<file path="src/rtl/pipe_hazard_ctrl.sv">
// Stall/flush/exception sequencer for the 5-stage pipeline: Tuse/Tnew and MDU hazards plus exception entry.
// Optional HAZARD_STAT_EN adds a saturating stall-cycle counter on o_stall_cnt.
module pipe_hazard_ctrl #(
  parameter int unsigned MULT_CYC = 5,
  parameter int unsigned DIV_CYC  = 10,
  parameter int unsigned CNT_W    = 4
) (
  input  logic       i_clk,
  input  logic       i_reset_n,
  input  logic [4:0] i_d_rs,
  input  logic [4:0] i_d_rt,
  input  logic [1:0] i_d_tuse_rs,
  input  logic [1:0] i_d_tuse_rt,
  input  logic       i_d_md,
  input  logic [4:0] i_e_a3,
  input  logic [1:0] i_e_tnew,
  input  logic [4:0] i_m_a3,
  input  logic [1:0] i_m_tnew,
  input  logic [1:0] i_e_md_op,
  input  logic       i_exc_req,
  output logic       o_pc_en,
  output logic       o_fd_en,
  output logic       o_de_flush,
  output logic       o_req,
  output logic       o_md_start,
  output logic       o_md_busy
`ifdef HAZARD_STAT_EN
  ,
  output logic [31:0] o_stall_cnt
`endif
);

  typedef enum logic {IDLE = 1'b0, ENTER = 1'b1} state_t;

  state_t           state_q, state_d;
  logic [CNT_W-1:0] busy_q, busy_d;

  logic haz_e_rs, haz_e_rt, haz_m_rs, haz_m_rt;
  logic data_stall, md_stall, raw_stall, stall;
  logic e_md_valid, is_idle;

  // Register 0 is hardwired, so a match on it is never a real dependency.
  assign haz_e_rs = (i_d_rs != 5'd0) && (i_d_rs == i_e_a3) && (i_d_tuse_rs < i_e_tnew);
  assign haz_e_rt = (i_d_rt != 5'd0) && (i_d_rt == i_e_a3) && (i_d_tuse_rt < i_e_tnew);
  assign haz_m_rs = (i_d_rs != 5'd0) && (i_d_rs == i_m_a3) && (i_d_tuse_rs < i_m_tnew);
  assign haz_m_rt = (i_d_rt != 5'd0) && (i_d_rt == i_m_a3) && (i_d_tuse_rt < i_m_tnew);

  assign e_md_valid = (i_e_md_op == 2'd1) || (i_e_md_op == 2'd2);
  assign is_idle    = (state_q == IDLE);

  assign data_stall = haz_e_rs | haz_e_rt | haz_m_rs | haz_m_rt;
  assign md_stall   = i_d_md & (o_md_busy | e_md_valid);
  assign raw_stall  = data_stall | md_stall;

  // Exception request wins over stalls; the handler-fetch cycle never stalls.
  always_comb begin
    state_d    = state_q;
    o_req      = 1'b0;
    o_md_start = 1'b0;
    stall      = 1'b0;
    if (i_reset_n) begin
      o_req      = i_exc_req & is_idle;
      o_md_start = e_md_valid & ~i_exc_req & is_idle;
      stall      = raw_stall & is_idle & ~o_req;
    end
    case (state_q)
      IDLE:    if (i_exc_req) state_d = ENTER;
      ENTER:   state_d = IDLE;
      default: state_d = IDLE;
    endcase
  end

  assign o_pc_en    = ~stall;
  assign o_fd_en    = ~stall;
  assign o_de_flush = stall;
  assign o_md_busy  = (busy_q != '0);

  always_comb begin
    busy_d = busy_q;
    if (o_md_start) begin
      busy_d = (i_e_md_op == 2'd1) ? CNT_W'(MULT_CYC) : CNT_W'(DIV_CYC);
    end else if (busy_q != '0) begin
      busy_d = busy_q - 1'b1;
    end
  end

  always_ff @(posedge i_clk or negedge i_reset_n) begin
    if (!i_reset_n) begin
      state_q <= IDLE;
      busy_q  <= '0;
    end else begin
      state_q <= state_d;
      busy_q  <= busy_d;
    end
  end

`ifdef HAZARD_STAT_EN
  logic [31:0] stall_cnt_q, stall_cnt_d;

  always_comb begin
    stall_cnt_d = stall_cnt_q;
    if (stall && (stall_cnt_q != 32'hFFFF_FFFF)) stall_cnt_d = stall_cnt_q + 32'd1;
  end

  always_ff @(posedge i_clk or negedge i_reset_n) begin
    if (!i_reset_n) stall_cnt_q <= '0;
    else            stall_cnt_q <= stall_cnt_d;
  end

  assign o_stall_cnt = stall_cnt_q;
`endif

endmodule
</file>
<file path="config.mk">
export PLATFORM = sky130hd
export DESIGN_NAME = pipe_hazard_ctrl
export DESIGN_NICKNAME = d
export VERILOG_FILES = /design/src/rtl/pipe_hazard_ctrl.sv
export SDC_FILE = /design/constraint.sdc
export NUM_CORES = 1
export LEC_CHECK = 0
export ABC_AREA = 1
export BUFFER_PORTS_ARGS = -buffer_cell sky130_fd_sc_hd__buf_4
export CAP_MARGIN = 40
export CORE_MARGIN = 1.5
export CORE_UTILIZATION = 42
export DETAILED_ROUTE_END_ITERATION = 12
export PLACE_DENSITY = 0.83
export SLEW_MARGIN = 15
export SYNTH_ARGS = -nofsm -noshare
export SYNTH_HDL_FRONTEND = slang
export SYNTH_SLANG_ARGS = --single-unit
</file>
<file path="constraint.sdc">
create_clock -name i_clk -period 1.25 [get_ports i_clk]
set_input_delay 0.125 -clock i_clk [delete_from_list [all_inputs] [get_ports i_clk]]
set_output_delay 0.125 -clock i_clk [all_outputs]
set_load 0.005 [all_outputs]
</file>
Yosys cells after proc, flatten, opt, wreduce, memory -nomap -nowiden
Index checks and enable logic that the tools add are counted.
Word-level totals
  register bits after elaboration: 5
  bits in latches: 0
  memory bits (writable): 0
  ROM bits: 0
  input bits: 34
  output and inout port bits: 6
  logic and storage cells: 49
  memories: 0
Cells by class
  add/subtract/negate cells: 1
  multiply operators: 0
  div/mod/pow operators: 0
  order comparisons: 4
  equality and inequality tests: 6
  shift operators: 0
  mux-type cells: 8
  bitwise gates (word level): 15
  reductions and logical operators: 13
Operators with widths (number)
  $eq A5 B5 Y1: 4
  $mux W4: 3
  $reduce_bool A5 Y1: 2
  $logic_and A1 B1 Y1: 8
  $lt A2 B2 Y1: 4
  $and A1 B1 Y1: 6
  $or A1 B1 Y1: 5
  $mux W1: 4
  $not A1 Y1: 4
  $reduce_bool A4 Y1: 1
  $sub A4 B1 Y4 const B: 1
  $eq A2 B1 Y1 const B: 1
  $eq A2 B2 Y1 const B: 1
  $pmux W1 S2: 1
  $reduce_bool A2 Y1: 1
  $logic_or A1 B1 Y1: 1

Longest topological paths before layout
  depth in word-level cells: 11
  mapped depth: 12
  gate-level depth less buffers: 12

Worst setup path before layout
OpenSTA, ideal clock, no wires.
  path kind: reg-to-output
  start: register busy_q[0]
  end: output port o_pc_en
  arrival: 1186 ps
  data required time: 1125 ps
  slack: -61 ps
  stages on the path, launching flop included: 8
  buffers on the path: 1
  cells stage by stage: dfrtp_1 > inv_1 > ha_1 > nand3_1 > o21ai_0 > nand3_1 > nand2_1 > buf_4
On the way
  word-level cells in the longest chain between the ends: 8
RTL lines
  start: declaration: line 36  | logic [CNT_W-1:0] busy_q, busy_d;
  start signal: assignment: line 93  | busy_q <= busy_d;
  $reduce_bool A4 Y1: line 76  | assign o_md_busy = (busy_q != '0);
  net o_md_busy: line 26  | output logic o_md_busy
  $or A1 B1 Y1: line 52  | assign md_stall = i_d_md & (o_md_busy | e_md_valid);
  $and A1 B1 Y1: line 52
  $or A1 B1 Y1: line 53  | assign raw_stall = data_stall | md_stall;
  $and A1 B1 Y1 (2 in series): line 64  | stall = raw_stall & is_idle & ~o_req;
  $mux W1: line 61  | if (i_reset_n) begin
  $not A1 Y1
  end: declaration: line 21  | output logic o_pc_en,
The timed path passes the listed nets, and every way through them passes these cells.

Worst setup path in the final report
  start: register busy_q[1]
  end: output port o_md_busy
On the way
  word-level cells in the longest chain between the ends: 1
RTL lines (line)
  $reduce_bool A4 Y1: 76
  end: declaration: 26
Every way passes these cells.

==> flow_metrics.py <==
metrics = {
    "global_route": {
        "grt_pass1_vias": 1024,
        "grt_pass1_wl_um": 4060,
        "antenna_found_initial": 0,
        "grt_remaining_overflow": 0,
        "grt_max_degree": 7,
        "grt_usage_pct": 25.2,
    },
    "final_layout": {
        "final_common_cell": "nand2_1",
        "final_cell_mix": "nand2_1 (51), buf_4 (46), inv_1 (34)",
        "drive_gt1_share_pct": 37.4,
        "area_growth_pct": 66.5,
        "fin_util_pct": 73.1,
        "diodes": 0,
        "stdcell_area_mm2": 0.00142,
        "nets": 256,
    },
    "synth": {
        "syn_nets": 198,
        "netlist_area_um2": 852,
        "synth_top_area_share_pct": 23.8,
        "avgSynthCellArea_um2": 5.43,
        "yosysSeqAreaShare_pct": 14.7,
        "synthTopCellsByArea": "nand2_1 (24%), inv_1 (18%), dfrtp_1 (15%)",
        "syn_inst": 157,
        "ys.warnings.count": 0,
        "synth_cell_type_count": 20,
        "yosys.area.top_type": "nand2_1",
        "synth_seq_cells": 5,
    },
    "power": {
        "total_power_uw": 1730,
        "power.leakage_uw": 0.000867,
        "intPower_uw": 999,
        "p_switching_uw": 733,
        "power_frac_comb_pct": 71.5,
        "power_density_mw_per_mm2": 1220,
        "p_sw_share_pct": 42.3,
        "pwr-share-seq_pct": 16.9,
        "ir_drop_v": 0.00161,
        "clockPowerShare_pct": 11.6,
    },
    "floorplanning": {
        "die_x_um": 48.0,
        "coreArea_mm2": 0.00194,
        "initial_core_util_pct": 43.9,
        "die-area_mm2": 0.00231,
        "ioPinCount": 40,
        "die_h_um": 48.0,
        "num_rows": 16,
    },
    "clocking": {
        "clk_pin_slew_ns": 0.05,
        "cts-buffers-inserted": 3,
        "cts_tree": "built",
        "cts_root_buffer": "clkbuf_4",
        "cts_sinks": 5,
        "cts_max_path_buffers": 2,
        "clock_latency_ns": 0.26,
        "cts_htree_levels": 1,
    },
    "drt": {
        "wl_um": 2900,
        "route.detailed.drc": 0,
        "first_pass_iters": 4,
        "ant_nets": 0,
        "first_iter_violations": 38,
        "vias": 1164,
        "via_per_inst": 4.83,
        "wl_per_cell_um": 12.0,
    },
    "worst_setup_path": {
        "r2r_setup_slack_ns": -0.29,
        "reg2reg_from": "busy_q[1]",
        "cpMaxStageDelayCell": "dfrtp_1",
        "crit_fanout": 3,
        "crit_family": "buffers and inverters",
        "cp_num_buf_inv": 5,
        "crit_arrival_ns": 1.44,
        "cp_slowest_stage_delay_ns": 0.40,
        "critPathKind": "reg -> out",
        "r2r_cells": 10,
        "crit_chain": "inv_2 > ha_4 > nand3_4 > buf_4 > buf_6 > buf_6 > buf_6",
        "cp-end-kind": "primary output",
        "crit_top_cell": "buf_6",
        "cp-startpoint": "busy_q[1]",
        "crit_required_ns": 1.12,
        "critPathLaunchType": "register",
        "reg2reg_to": "busy_q[2]",
    },
    "timing": {
        "rsz0062_at_grt": "true",
        "finalSetupViolations": 9,
        "fmax_mhz": 640,
        "maxSlewViolCount": 0,
        "min_period_ns": 1.56,
        "setup_ws_ns": -0.314,
        "clock-skew-final_ns": 0.00501,
        "tightestPinTransition_ns": 0.247,
        "final_min_period_over_clock_period_pct": 125,
        "max-slew-margin-rel_pct": 83.5,
        "setup_tns_ns": -2.07,
        "hold_viol": 0,
    },
    "place": {
        "pre_cts_ws_ns": -0.134,
        "place_congestion": 0.855,
        "postPlaceCellArea_mm2": 0.00122,
        "portBuffers": 39,
        "dp_hpwl_um": 2010,
    },
    "worst_hold_path": {
        "min_path_cells": 3,
        "hp-class": "in -> reg",
        "min_to": "state_q",
        "min_from": "i_exc_req",
    },
    "run_status": {
        "failed_checks": "negative setup slack",
        "status": "finished with violations",
    },
    "run": {
        "cap_violations": 0,
    },
}
-- how the worst max path moves through the flow --
stage	slack, ns	endpoint	depth (start not counted)
2_1_floorplan	0.01	o_pc_en	7
3_3_place_gp	-0.14	o_de_flush	11
3_5_place_dp	-0.13	o_de_flush	12
4_1_cts	-0.29	busy_q[2]	10
5_1_grt	-0.39	o_de_flush	8
6_report	-0.31	o_md_busy	7
-- cell type report --
class	instances	area [um^2]
Multi-Input combinational cell	109	636
Fill cell	128	523
Timing Repair Buffer	54	434
Inverter	42	163
Sequential cell	5	125
Tap cell	27	33.8
Clock buffer	3	22.5
Clock inverter	1	5.00
-- per-stage QoR --
step / instances / hold slack (ns)
2_1_floorplan: 157 / -0.171
3_3_place_gp: 227 / -0.0682
3_5_place_dp: 227 / -0.0654
4_1_cts: 238 / 0.104
5_1_grt: 241 / 0.136
6_report: 241 / 0.124
-- power by group through the flow --
stage | Clock [uW] | Combinational, uW | Sequential [uW]
after floorplan | 0 | 422 | 263
after global placement | 0 | 685 | 272
after detailed placement | 0 | 716 | 274
after CTS | 207 | 1040 | 277
after global routing | 218 | 1330 | 298
final | 201 | 1240 | 294
-- Yosys cell counts, drive strengths merged --
| master | number |
|---|---|
| nor2 | 11 |
| xnor2 | 1 |
| o21bai | 2 |
| nand3 | 12 |
| inv | 42 |
| nor3 | 5 |
| buf | 1 |
| or2 | 1 |
| xor2 | 3 |
| a21boi | 3 |
| dfrtp | 5 |
| o21ai | 6 |
| a21oi | 2 |
| nand2 | 55 |
| ha | 7 |
| o311ai | 1 |
-- routing by layer --
layer	GRT usage [%]	vias up	wire length, um
li1	-	582	-
met1	28.0	509	1060
met2	47.7	63	1490
met3	4.15	10	246
met4	8.11	0	100
met5	0	-	0
-- flip-flops by register name, indices dropped and copies added, names as in the netlist --
name,cells
state_q,1
busy_q,4
-- logic make-up (layout without fill, tap and decap cells) --
family	count (synthesis)	count (layout)	synth area share, %
xor gates and xnor gates	4	4	4.11
adders and majority gates	7	7	10.3
DFF	5	5	14.7
AOI/OAI and AO/OA	14	14	10.6
and+or+nand+nor	84	84	41.0
buffers and inverters	43	100	19.4
-- what timing repair did --
action	4_1_cts	5_1_grt
hold endpoints to repair	5	0
buffers inserted	6	5
pin swaps	8	9
setup endpoints to repair	7	10
resized for setup	21	12
hold buffers	1	0
-- tightest hold or removal path, stage by stage --
cell and delay, ns:
buf_4 0.09, inv_1 0.05, nor2_1 0.08
Power figures use the tool's default switching activity.
